--- src/rtl/seq_pattern_tx.sv ---
// Serial pattern transmitter: shifts a captured pattern out MSB-first, repeated
// (repeat_n+1) times with gap_n idle cycles between frames.
module seq_pattern_tx #(
  parameter int PAT_W = 3,
  parameter int REP_W = 4,
  parameter int GAP_W = 4
) (
  input  logic             clk,
  input  logic             rst,
  input  logic             start,
  input  logic [PAT_W-1:0] pattern,
  input  logic [REP_W-1:0] repeat_n,
  input  logic [GAP_W-1:0] gap_n,
  output logic             dout,
  output logic             dout_valid,
  output logic             busy,
  output logic             frame_end,
  output logic             done
);

  localparam int BW = $clog2(PAT_W);
  localparam logic [BW-1:0] LAST_BIT = BW'(PAT_W - 1);

  localparam logic [1:0] IDLE = 2'd0;
  localparam logic [1:0] SEND = 2'd1;
  localparam logic [1:0] GAP  = 2'd2;
  localparam logic [1:0] DONE = 2'd3;

  logic [1:0]       state_reg;
  logic [PAT_W-1:0] shreg_reg;
  logic [PAT_W-1:0] pat_reg;
  logic [REP_W-1:0] frames_left_reg;
  logic [GAP_W-1:0] gap_reg;
  logic [GAP_W-1:0] gap_cnt_reg;
  logic [BW-1:0]    bit_cnt_reg;

  // Outputs decode registered state only, so nothing flows from inputs to outputs.
  assign dout_valid = (state_reg == SEND);
  assign dout       = dout_valid & shreg_reg[PAT_W-1];
  assign busy       = (state_reg == SEND) || (state_reg == GAP);
  assign frame_end  = dout_valid && (bit_cnt_reg == '0);
  assign done       = (state_reg == DONE);

  always_ff @(posedge clk) begin
    if (rst) begin
      state_reg       <= IDLE;
      shreg_reg       <= '0;
      pat_reg         <= '0;
      frames_left_reg <= '0;
      gap_reg         <= '0;
      gap_cnt_reg     <= '0;
      bit_cnt_reg     <= '0;
    end else begin
      case (state_reg)
        IDLE: begin
          if (start) begin
            shreg_reg       <= pattern;
            pat_reg         <= pattern;
            frames_left_reg <= repeat_n;
            gap_reg         <= gap_n;
            bit_cnt_reg     <= LAST_BIT;
            state_reg       <= SEND;
          end
        end
        SEND: begin
          if (bit_cnt_reg != '0) begin
            shreg_reg   <= {shreg_reg[PAT_W-2:0], 1'b0};
            bit_cnt_reg <= bit_cnt_reg - 1'b1;
          end else if (frames_left_reg == '0) begin
            shreg_reg <= '0;
            state_reg <= DONE;
          end else begin
            // Reload from the shadow copy; the live pattern input may have changed.
            frames_left_reg <= frames_left_reg - 1'b1;
            shreg_reg       <= pat_reg;
            bit_cnt_reg     <= LAST_BIT;
            if (gap_reg == '0) begin
              state_reg <= SEND;
            end else begin
              gap_cnt_reg <= gap_reg - 1'b1;
              state_reg   <= GAP;
            end
          end
        end
        GAP: begin
          if (gap_cnt_reg == '0) begin
            state_reg <= SEND;
          end else begin
            gap_cnt_reg <= gap_cnt_reg - 1'b1;
          end
        end
        DONE: begin
          state_reg <= IDLE;
        end
        default: begin
          state_reg <= IDLE;
        end
      endcase
    end
  end

endmodule

--- config.mk ---
export PLATFORM = sky130hd
export DESIGN_NAME = seq_pattern_tx
export DESIGN_NICKNAME = d
export VERILOG_FILES = /design/src/rtl/seq_pattern_tx.sv
export SDC_FILE = /design/constraint.sdc
export NUM_CORES = 1
export LEC_CHECK = 0
export ABC_AREA = 1
export CORE_UTILIZATION = 35
export DETAILED_ROUTE_END_ITERATION = 8
export GPL_TIMING_DRIVEN = 0
export PLACE_DENSITY = 0.56
export SYNTH_ARGS = -nofsm -noshare
export SYNTH_HDL_FRONTEND = slang
export SYNTH_SLANG_ARGS = --single-unit
--- constraint.sdc ---
create_clock -name clk -period 5.4 [get_ports clk]
set_clock_uncertainty 0.2 [all_clocks]
set_input_delay 1.08 -clock clk [delete_from_list [all_inputs] [get_ports clk]]
set_output_delay 1.08 -clock clk [all_outputs]
set_load 0.01 [all_outputs]
# Word-level counts from Yosys, hierarchy flattened
# Index checks and enable logic that the tools add are counted.
[word_totals]
regBits = 22
wordCells = 61
inputBits = 14
out_inout_bits = 5
[op_classes]
muxes = 23
add_sub_neg = 4
reduce_logical = 16
n_bitwise = 1
eq_ne = 10
[ops]
columns = ["cell", "n"]
rows = [
  ["$mux 4", 7],
  ["$mux 2", 8],
  ["$pmux 4 s2", 2],
  ["$logic_not 4->1", 3],
  ["$sub 4x1->4 const B", 3],
  ["$ne 2x2->1 const B", 5],
  ["$mux 3", 3],
  ["$pmux 2 s4", 1],
  ["$pmux 3 s2", 1],
  ["$reduce_and 3->1", 2],
  ["$reduce_bool 2->1", 3],
  ["$reduce_and 5->1", 1],
  ["$eq 2x2->1 const B", 2],
  ["$logic_not 2->1", 2],
  ["$pmux 2 s2", 1],
  ["$reduce_and 2->1", 2],
  ["$reduce_and 4->1", 1],
  ["$ne 3x3->1 const B", 1],
  ["$eq 2x1->1 const B", 1],
  ["$ne 2x1->1 const B", 1],
  ["$sub 2x1->2 const B", 1],
  ["$and 1x1->1", 1],
  ["$logic_and 1x1->1", 1],
  ["$logic_or 1x1->1", 1],
]

# Logic depth before layout (Yosys ltp)
# Gate-level depths: netlist (run 1).
[logic_depth]
ltp_word = 5
ltp_mapped = 11
ltp_nobuf = 11

# Worst setup path before layout (run 1)
# Ideal clock, no wire load.
[synth_path]
path_kind = "register to output"
startpoint = "register state_reg[1]"
endpoint = "output dout"
stages_incl_launch_ff = 6
n_path_buf = 1
arrival_time_ns = 1.014
slack_ns = 3.106
t_required_ns = 4.120
path_cell_list = "dfxtp_1 > inv_1 > ha_1 > buf_6 > nand2_1 > inv_1"
[synth_via]
elab_chain_len = 2
[synth_lines]
columns = ["element", "line_no", "rtl"]
rows = [
  ["start: declaration", "29", "logic [1:0] state_reg;"],
  ["start signal: assignment", "46", "state_reg <= IDLE;"],
  ["start signal: assignment", "62", "state_reg <= SEND;"],
  ["start signal: assignment", "71", "state_reg <= DONE;"],
  ["$eq 2x1->1", "38", "assign dout_valid = (state_reg == SEND);"],
  ["named net dout_valid", "15", "output logic dout_valid,"],
  ["$and 1x1->1", "39", "assign dout = dout_valid & shreg_reg[PAT_W-1];"],
  ["end: declaration", "14", "output logic dout,"],
]
# The timed path passes the listed nets, and every way through them passes these cells.

# Worst setup path in the final report (run 1)
[layout_path]
startpoint = "register state_reg[1]"
endpoint = "output frame_end"
[layout_via]
elab_chain_len = 2
[layout_lines]
columns = ["element", "line_no", "rtl"]
rows = [
  ["$eq 2x1->1", "38", ""],
  ["$logic_and 1x1->1", "41", "assign frame_end = dout_valid && (bit_cnt_reg == '0);"],
  ["end: declaration", "17", "output logic frame_end,"],
]
# Every way passes these cells.

==> results of run 1 <==
==> cell usage in the layout, fill, tap and decap left out, types with 2 or more instances in the layout <==
cell type,count
nand2_1,40
nor2_1,31
inv_1,25
dfxtp_1,22
o21ai_0,20
clkdlybuf4s50_1,18
a21oi_1,12
nand3_1,10
ha_1,8
inv_2,4
nor2_4,3
nand2_2,3
clkbuf_8,3
nand2_4,2
nand3_2,2
a31oi_1,2
==> final timing paths <==
| kind | endpoint | slack, ps | cells after the start | startpoint |
|---|---|---|---|---|
| worst max-delay path | frame_end | 2250 | 6 | state_reg[1] |
| worst max register to register | gap_cnt_reg[2] | 3510 | 11 | state_reg[0] |
| worst min register to register | bit_cnt_reg[0] | 270 | 2 | bit_cnt_reg[0] |
| worst min-delay path | bit_cnt_reg[0] | 270 | 2 | bit_cnt_reg[0] |
==> where the power goes <==
group / internal [W] / switching, W / leakage (nW)
combinational: 0.000235 / 0.000372 / 0.536
clock: 0.0000991 / 0.0000572 / 0.0357
sequential: 0.000226 / 0.0000433 / 0.182
total: 0.000561 / 0.000472 / 0.753
==> worst reg2reg max path: stages (launching register included) <==
cell and delay, ps:
dfxtp_1 380, inv_1 80, ha_1 200, clkbuf_2 160, inv_1 130, nand2_1 80, o21ai_2 80, ha_1 180
xor2_1 140, nand2_1 70, nand2_1 60, nor2_1 40
==> logic make-up after synthesis <==
kind of cell             count (synthesis)  share of synthesized area, %
AO/OA/AOI/OAI                           37                          14.6
adder cells (fa/ha/maj)                  8                          7.50
buffers and inverters                   34                          10.7
AND/OR/NAND/NOR                         95                          33.6
XOR/XNOR                                 1                         0.656
flip-flops                              22                          33.0
==> per-layer routing <==
metal	routed length (um)	GRT usage, %	share of wire, %	vias up
li1	-	-	-	661
met1	1440	22.4	53	501
met2	1190	25.0	44	12
met3	69	3.93	2.5	2
met4	21	3.98	0.77	0
met5	0	0	0	-
==> metrics by stage <==
| step | hold WS, ps | instance area (um^2) | power, W |
|---|---|---|---|
| floorplan | 237 | 1340 | 0.000740 |
| global placement | 257 | 1580 | 0.000886 |
| detailed placement | 259 | 1580 | 0.000884 |
| CTS | 272 | 1650 | 0.00105 |
| global route | 292 | 1650 | 0.00116 |
| finish | 266 | 1650 | 0.00103 |
==> final cells by class <==
cell class | instances | area [um^2] | share of cell area, %
clock buffers | 3 | 41.3 | 2.51
inverters | 30 | 118 | 7.14
plain buffers | 4 | 25.0 | 1.52
well taps | 48 | 60.1 | 3.65
multi-input cells | 141 | 752 | 45.7
clock inverters | 1 | 30.0 | 1.82
flip-flops and latches | 22 | 440 | 26.7
repair buffers | 18 | 180 | 10.9
==> impl_metrics.yaml, run 1 <==
run_status:
  outcome: "finished clean"
sta:
  finalHoldViolations: 0
  final-max-slew-violation-count: 0
  rsz0062_at_grt: "no"
  finalCritPeriodShare_pct: 58.3
  fmax_mhz: 318
  setup_violations: 0
  slew_headroom_pct: 76.9
  setup_tns_ps: 0
  fin_ws_ps: 2250
  tightest_slew_ps: 347
  period_needed_ps: 3150
synthesis:
  yosys-top-cells-count: "nand2_1, nor2_1, inv_1"
  synth_ff_type: "dfxtp_1"
  syn-mean-instance-area_um2: 6.78
  synth_top_cell_area_share_pct: 33.0
  yosysMostFrequentCell: "nand2_1"
  ys_ff_latch: 22
  synth_nets: 219
  netlist_area_um2: 1340
  synthArstFlopShare_pct: 0
  synthTopCellsByArea: "dfxtp_1, nand2_1, nor2_1, ha_1, o21ai_0"
  yosys.area.top_type: "dfxtp_1"
  synth_edf_count: 0
  yosys_warnings: 0
  syn_inst: 197
  synth-seq-area-share_pct: 33.0
  synthDistinctLibCells: 27
critical_path:
  critical_path.top_delay_family: "buffers and inverters"
  slowest_stage: "clkdlybuf4s50_1"
  cp_data_arrival_time_ps: 1870
  cp.required_ps: 4120
  worst-path-buf-inv: 4
  endpoint_kind: "output port"
  cp-start-kind: "flop"
  crit_fanout: 10
  critPathMaxStageDelay_ps: 520
  crit_chain: "inv_1 -> ha_1 -> buf_6 -> nand2_4 -> clkinv_4 -> clkdlybuf4s50_1"
  worstSetupPathType: "flop to output port"
placed_design:
  post-place-ws_ps: 2540
  globalplace.congestion: 0.809
  dp_cells: 263
  dpl.hpwl_um: 2120
  io_buffers: 18
cts:
  clk_path_buf_depth: 2
  cts_tree: "built"
  hold_buffers: 0
  cts_sinks: 22
  insertion_delay_ps: 260
  postCtsSetupBuffers: 0
  cts-htree-levels: 1
  clockRootBuffer: "clkbuf_8"
  numCtsBuffers: 3
  post_cts.resized_instances: 0
  clk_pin_slew_worst_paths_ps: 80
floorplan:
  fp.coreArea_um2: 3660
  start_util_pct: 36.5
  ioPinCount: 19
  fp.dieH_um: 63.8
  fp-row-count: 22
  fp.dieArea_um2: 4070
  die_w_um: 63.8
global_routing:
  antenna_found_initial: 0
  grt_pass1_wl_um: 5160
  grt_max_degree: 14
  grt_pass1_vias: 1139
  grt_overflow: 0
  grt_usage_pct: 16.2
layout:
  syn2layout_area_growth_pct: 23.3
  final_net_count: 242
  final_cells: 267
  drive_above_1_share_pct: 12.3
  fillCellCount: 382
  diodes: 0
  post-route-util_pct: 45.0
pwr:
  p_leak_nw: 0.753
  peakVddDrop_uv: 303
  p_per_area_nw_per_um2: 627
routing:
  drtAntennaViolNets: 0
  drt_iter0_drc: 57
  wl_per_cell_um: 10.2
  vias_per_cell: 4.40
  drcViolationCount: 0
  via_count: 1176
  wl_um: 2730
  first_pass_iters: 4
hold_path:
  hp-class: "flop to flop"
flow_run:
  max_cap_violations: 0
(Power assumes the default switching activity.)
==> inputs of run 2 (changes only) <==
PLACE_DENSITY = 0.58   (was 0.56)
clock period = 2.6 ns   (was 5.4 ns; I/O delays follow)
==> impl_metrics.yaml, run 2 (synthesis gave the netlist of run 1 again) <==
run_status:
  outcome: "finished clean"
layout:
  diodes: 0
  drive_above_1_share_pct: 12.8
  fillCellCount: 389
  final_common_cell: "nand2_1"
  final_net_count: 242
  syn2layout_area_growth_pct: 24.3
  final_cell_mix: "nand2_1, nor2_1, inv_1, dfxtp_1, o21ai_0"
sta:
  setup_violations: 0
  rsz0062_at_grt: "no"
  slew_headroom_pct: 76.0
  finalCritPeriodShare_pct: 94.6
  tightest_slew_ps: 359
  finalHoldViolations: 0
  setup_tns_ps: 0
  final-max-slew-violation-count: 0
  fmax_mhz: 407
  period_needed_ps: 2460
critical_path:
  cp_data_arrival_time_ps: 1740
  cp.required_ps: 1880
  slowest_stage: "clkdlybuf4s50_1"
  worstSetupPathType: "flop to output port"
  endpoint_kind: "output port"
  critPathMaxStageDelay_ps: 520
  crit_chain: "ha_4 -> buf_6 -> nand2_4 -> clkinv_4 -> clkdlybuf4s50_1"
  crit_fanout: 10
  cp-start-kind: "flop"
routing:
  wl_per_cell_um: 10.4
  wl_um: 2780
  drcViolationCount: 0
  drt_iter0_drc: 64
  vias_per_cell: 4.45
  first_pass_iters: 4
  via_count: 1188
  drtAntennaViolNets: 0
floorplan:
  die_w_um: 63.8
  start_util_pct: 36.5
  fp.coreArea_um2: 3660
  fp.dieH_um: 63.8
  fp.dieArea_um2: 4070
  ioPinCount: 19
  fp-row-count: 22
cts:
  hold_buffers: 0
  insertion_delay_ps: 270
  clk_pin_slew_worst_paths_ps: 90
  numCtsBuffers: 3
  clockRootBuffer: "clkbuf_8"
  cts_sinks: 22
  clk_path_buf_depth: 2
  cts-htree-levels: 1
  cts_tree: "built"
global_routing:
  grt_pass1_wl_um: 4850
  grt_usage_pct: 15.3
  grt_overflow: 0
  antenna_found_initial: 0
  grt_pass1_vias: 1102
  grt_max_degree: 14
hold_path:
  hp-class: "flop to flop"
placed_design:
  io_buffers: 18
  globalplace.congestion: 0.788
  dpl.hpwl_um: 2140
pwr:
  p_leak_nw: 0.754
  peakVddDrop_uv: 556
  total_power_w: 0.00217
  p_per_area_nw_per_um2: 1310
flow_run:
  max_cap_violations: 0
run 2: cell types whose count changed in the layout (fill, tap and decap cells not counted):
cell / delta
ha_1: -1
ha_4: +1
run 2: final cells by class:
type	count	area, um^2	area share [%]
plain buffers	4	25.0	1.51
clock buffers	3	41.3	2.49
clock inverters	1	30.0	1.81
inverters	30	118	7.09
multi-input cells	141	764	46.1
flip-flops and latches	22	440	26.5
well taps	48	60.1	3.62
repair buffers	18	180	10.9
run 2: what timing repair did:
| item | in CTS | in global routing |
|---|---|---|
| gates resized for setup | 1 | 1 |
| hold endpoints to repair | 0 | 0 |
| setup buffers | 0 | 0 |
| cloned | 0 | 0 |
| endpoints found under the setup margin | 2 | 2 |
run 2: critical path: cells and delay by family, from the launching register on:
| family | cells | cell delay [ps] |
|---|---|---|
| buffers and inverters | 3 | 750 |
| flip-flops | 1 | 430 |
| adder cells (fa/ha/maj) | 1 | 220 |
| AND/OR/NAND/NOR | 1 | 60 |
run 2: per-layer routing:
metal  GRT usage (%)  wire [um]
met5               0          0
met4            7.67         67
met3            1.61         55
met2            23.3       1190
met1            21.2       1460
run 2: path summary, 6_finish.rpt:
kind                                   start             end  slack, ps  depth (start not counted)
worst min-delay path              gap_reg[3]      gap_reg[3]        280                          2
worst max register to register  state_reg[0]  gap_cnt_reg[2]        640                         11
worst max-delay path            state_reg[0]       frame_end        140                          5
worst min register to register    gap_reg[3]      gap_reg[3]        280                          2
run 2: power by group:
part           internal [W]  switching, W  total (W)
combinational      0.000503      0.000777    0.00128
sequential         0.000470     0.0000946   0.000564
clock              0.000206      0.000122   0.000328
run 2: per-stage QoR:
step | cells | util [%] | worst slack (ps) | cell area, um^2 | hold WS, ps
finish | 267 | 45.3 | 141 | 1660 | 276
global placement | 263 | 43.0 | 292 | 1580 | 256
global route | 267 | 45.3 | 7.44 | 1660 | 293
CTS | 267 | 45.0 | 50.3 | 1650 | 276
floorplan | 197 | - | 866 | 1340 | 237
detailed placement | 263 | 43.0 | 259 | 1580 | 263
==> inputs of run 3 (changes only) <==
==> constraint.sdc (replaced) <==
create_clock -name clk -period 2.2 [get_ports clk]
set_clock_uncertainty 0.2 [all_clocks]
set_input_delay 0.33 -clock clk [delete_from_list [all_inputs] [get_ports clk]]
set_output_delay 0.33 -clock clk [all_outputs]
set_load 0.01 [all_outputs]
==> impl_metrics.yaml, run 3 (synthesis gave the netlist of run 1 again) <==
run_status:
  outcome: "finished clean"
sta:
  tightest_slew_ps: 359
  finalHoldViolations: 0
  rsz0062_at_grt: "no"
  final-max-slew-violation-count: 0
  finalCritPeriodShare_pct: 94.4
  fmax_mhz: 482
  setup_violations: 0
  fin_ws_ps: 123
  holdWs_ps: 275
  setup_tns_ps: 0
  period_needed_ps: 2080
  slew_headroom_pct: 76.1
global_routing:
  grt_usage_pct: 15.2
  grt_overflow: 0
  grt_pass1_wl_um: 4860
  antenna_found_initial: 0
  grt_pass1_vias: 1104
  grt_max_degree: 14
layout:
  regArea_um2: 443
  post-route-util_pct: 45.7
  multiInputGateArea_um2: 764
  diodes: 0
  final_common_cell: "nand2_1"
  final_net_count: 243
  final_cell_mix: "nand2_1, nor2_1, inv_1, o21ai_0, dfxtp_1"
  fillCellCount: 387
  final_cells: 268
  drive_above_1_share_pct: 14.1
  syn2layout_area_growth_pct: 25.4
routing:
  vias_per_cell: 4.49
  wl_um: 2760
  drt_iter0_drc: 55
  wl_per_cell_um: 10.3
  via_count: 1203
  drcViolationCount: 0
  drtAntennaViolNets: 0
  first_pass_iters: 4
pwr:
  peakVddDrop_uv: 732
  p_leak_nw: 0.792
  p_int_w: 0.00140
  pwr-share-seq_pct: 26.2
  netSwitchingFraction_pct: 45.7
  clkPwrFrac_pct: 15.1
  power_switching_w: 0.00117
  p_per_area_nw_per_um2: 1530
  share_comb_of_total_power_pct: 58.7
cts:
  clk_pin_slew_worst_paths_ps: 90
  insertion_delay_ps: 270
  clockRootBuffer: "clkbuf_8"
  hold_buffers: 0
  cts_sinks: 22
  clk_path_buf_depth: 2
  cts_tree: "built"
  numCtsBuffers: 3
  cts-htree-levels: 1
critical_path:
  worstSetupPathType: "flop to output port"
  cp.required_ps: 1670
  cp-start-kind: "flop"
  crit_fanout: 4
  cp_data_arrival_time_ps: 1550
  endpoint_kind: "output port"
placed_design:
  dp_cells: 263
  post-place-ws_ps: 49.4
  io_buffers: 18
  dpl.hpwl_um: 2140
  globalplace.congestion: 0.788
flow_run:
  max_cap_violations: 0
floorplan:
  start_util_pct: 36.5
  fp.coreArea_um2: 3660
  die_w_um: 63.8
  ioPinCount: 19
  fp.dieArea_um2: 4070
  fp.dieH_um: 63.8
  fp-row-count: 22
hold_path:
  hp-class: "flop to flop"
[run 3: changes by cell type in the layout (fill, tap and decap cells not counted)]
| cell | delta |
|---|---|
| dfxtp_1 | -2 |
| buf_4 | +1 |
| dlymetal6s2s_1 | +2 |
| dfxtp_2 | +2 |
| clkdlybuf4s50_1 | -2 |
[run 3: cell type report]
type | count | area share [%]
multi-input combinational | 141 | 45.7
clock buffer | 3 | 2.47
buffer | 4 | 1.49
tap | 48 | 3.59
timing repair buffer | 19 | 11.5
clock inverter | 1 | 1.79
sequential | 22 | 26.5
inverter | 30 | 7.03
[run 3: path summary, 6_finish.rpt]
check / from / slack (ps) / end / depth (start not counted)
worst max-delay path: state_reg[0] / 120 / busy / 3
worst min-delay path: gap_reg[3] / 280 / gap_reg[3] / 2
worst max register to register: state_reg[0] / 320 / gap_cnt_reg[2] / 11
worst min register to register: gap_reg[3] / 280 / gap_reg[3] / 2
[run 3: power groups by stage]
stage | clock [W] | combinational (W) | sequential [W]
3_5_place_dp | 0 | 0.00150 | 0.000672
2_1_floorplan | 0 | 0.00117 | 0.000645
5_1_grt | 0.000421 | 0.00173 | 0.000696
6_report | 0.000389 | 0.00151 | 0.000672
4_1_cts | 0.000401 | 0.00153 | 0.000671
3_3_place_gp | 0 | 0.00151 | 0.000670
[run 3: through the flow]
step / total power [W] / cell area [um^2]
after floorplan: 0.00182 / 1340
after global placement: 0.00218 / 1580
after detailed placement: 0.00218 / 1580
after CTS: 0.00261 / 1670
after global routing: 0.00285 / 1670
final: 0.00257 / 1670
[run 3: per-layer routing]
layer / track usage (%) / up-vias / wire, um
met5: 0 / - / 0
met4: 6.82 / 0 / 54
met3: 1.61 / 5 / 63
met2: 23.3 / 17 / 1190
met1: 21.3 / 513 / 1450
li1: - / 668 / -
[run 3: repair_timing]
action | CTS | global route
resized for setup | 3 | 3
setup buffers | 1 | 0
setup endpoints to repair | 3 | 3
[run 3: critical path: stages, from the launching register on]
cell and delay (ps):
dfxtp_2 380, inv_1 80, ha_1 290, clkdlybuf4s50_1 530
==> variant, RTL diff (config.mk and constraints of run 3) <==
Put a register stage on the outputs `dout`, `busy`, `frame_end` and `done`, without a reset. The values now appear one clock later. The other outputs are not delayed to match.
--- a/src/rtl/seq_pattern_tx.sv
+++ b/src/rtl/seq_pattern_tx.sv
@@ -37,8 +37,10 @@
   // Outputs decode registered state only, so nothing flows from inputs to outputs.
   assign dout_valid = (state_reg == SEND);
-  assign dout       = dout_valid & shreg_reg[PAT_W-1];
-  assign busy       = (state_reg == SEND) || (state_reg == GAP);
-  assign frame_end  = dout_valid && (bit_cnt_reg == '0);
-  assign done       = (state_reg == DONE);
+  always_ff @(posedge clk) begin
+    dout      <= dout_valid & shreg_reg[PAT_W-1];
+    busy      <= (state_reg == SEND) || (state_reg == GAP);
+    frame_end <= dout_valid && (bit_cnt_reg == '0);
+    done      <= (state_reg == DONE);
+  end
 
   always_ff @(posedge clk) begin
Check against the original RTL: not equivalent (a bounded check fails within 4 cycles, from zero or initial values and one cycle with rst high).
==> variant against run 3 <==
Sequential cell count grew 4. Setup slack gained 0.0067 ns. Critical path type unchanged. Design area shrank 0.45%. Synthesized area grew 2.5%. Routed wire length grew 1.3%. Combinational power shrank 22%. Power shrank 14%.
==> variant: results (changes against run 3) <==
| Metric | Value |
|---|---|
| Fillers | 402 (+3.9%) |
| Routed met3 length | 108 um (+71%) |
| Gpl congestion | 0.7967 (+1.1%) |
| Met2 Track Usage GR | 22.11% (-1.2 points) |
| Adder-cell share of the synthesized area | 7.313% (-0.19 points) |
| Routing usage on met1 | 21.29% (about the same) |
| Post-DP HPWL | 2.136 mm (-0.30%) |
| GR Util met3 | 2.465% (+0.86 points) |
| Placed insts | 269 (+2.3%) |
| Hold slack | 0.2373 ns (-0.03786 ns) |
| Nets | 248 (+2.1%) |
| Met2 WL post-DR | 1.155 mm (-3.0%) |
| Max stage delay on crit path | 0.56 ns (+0.03 ns) |
| Post-Place Cell Area | 1609 um2 (+2.1%) |
| Pin count of the biggest net entering global routing | 15 (+1) |
| Share of layout cells above drive strength 1 | 7.556% (-6.5 points) |
| Syn Nets | 225 (+2.7%) |
| First-pass GRT wire length | 4.878 mm (+0.43%) |
| Post-synthesis sequential area ratio | 38.03% (+5.0 points) |
| Post_cts resized | 0 (-3) |
| Least-Margin Pin Slew | 0.4227 ns (+0.06423 ns) |
| Vias per cell | 4.458 (-0.69%) |
| Compound-cell area share of the yosys netlist | 14.26% (-0.36 points) |
| Pleak | 0.7824 nW (-1.2%) |
| Max Fclk | 483.1 MHz (+0.32%) |
| Number of global-route vias before repair | 1103 (-0.091%) |
| Outcome | finished clean |
| Iteration-0 DRC Markers | 57 (+3.6%) |
| Distinct cells, synth | 22 (-19%) |
| Via count | 1217 (+1.2%) |
| Xor/xnor share of the synthesized area | 0.6399% (-0.016 points) |
## variant: where the power goes
group	switching [mW]	internal (mW)	total (mW)
registers	0.0895	0.629	0.719
clock network	0.154	0.160	0.314
logic	0.724	0.454	1.18
total	0.967	1.24	2.21
## variant: cell type report
cell class	instances	area (um2)	share of cell area (%)
buffer	4	23.77	1.426
clock buffer	4	55.05	3.303
inverter	31	116.4	6.982
multi-input combinational	142	710.7	42.64
sequential	26	520.5	31.23
tap	48	60.06	3.604
timing repair buffer	18	180.2	10.81
## variant: path summary, 6_finish.rpt
| path | from | end | cells after the start |
|---|---|---|---|
| worst max-delay path | state_reg[1] | dout_valid | 3 |
| worst min-delay path | shreg_reg[2] | dout | 2 |
| worst max register to register | state_reg[0] | gap_cnt_reg[2] | 11 |
| worst min register to register | shreg_reg[2] | dout | 2 |
## variant: kinds of logic after synthesis
kind of cell,Yosys count
flops,26
buf+inv,35
simple gates,96
fa+ha+maj,8
compound gates,37
xor+xnor,1
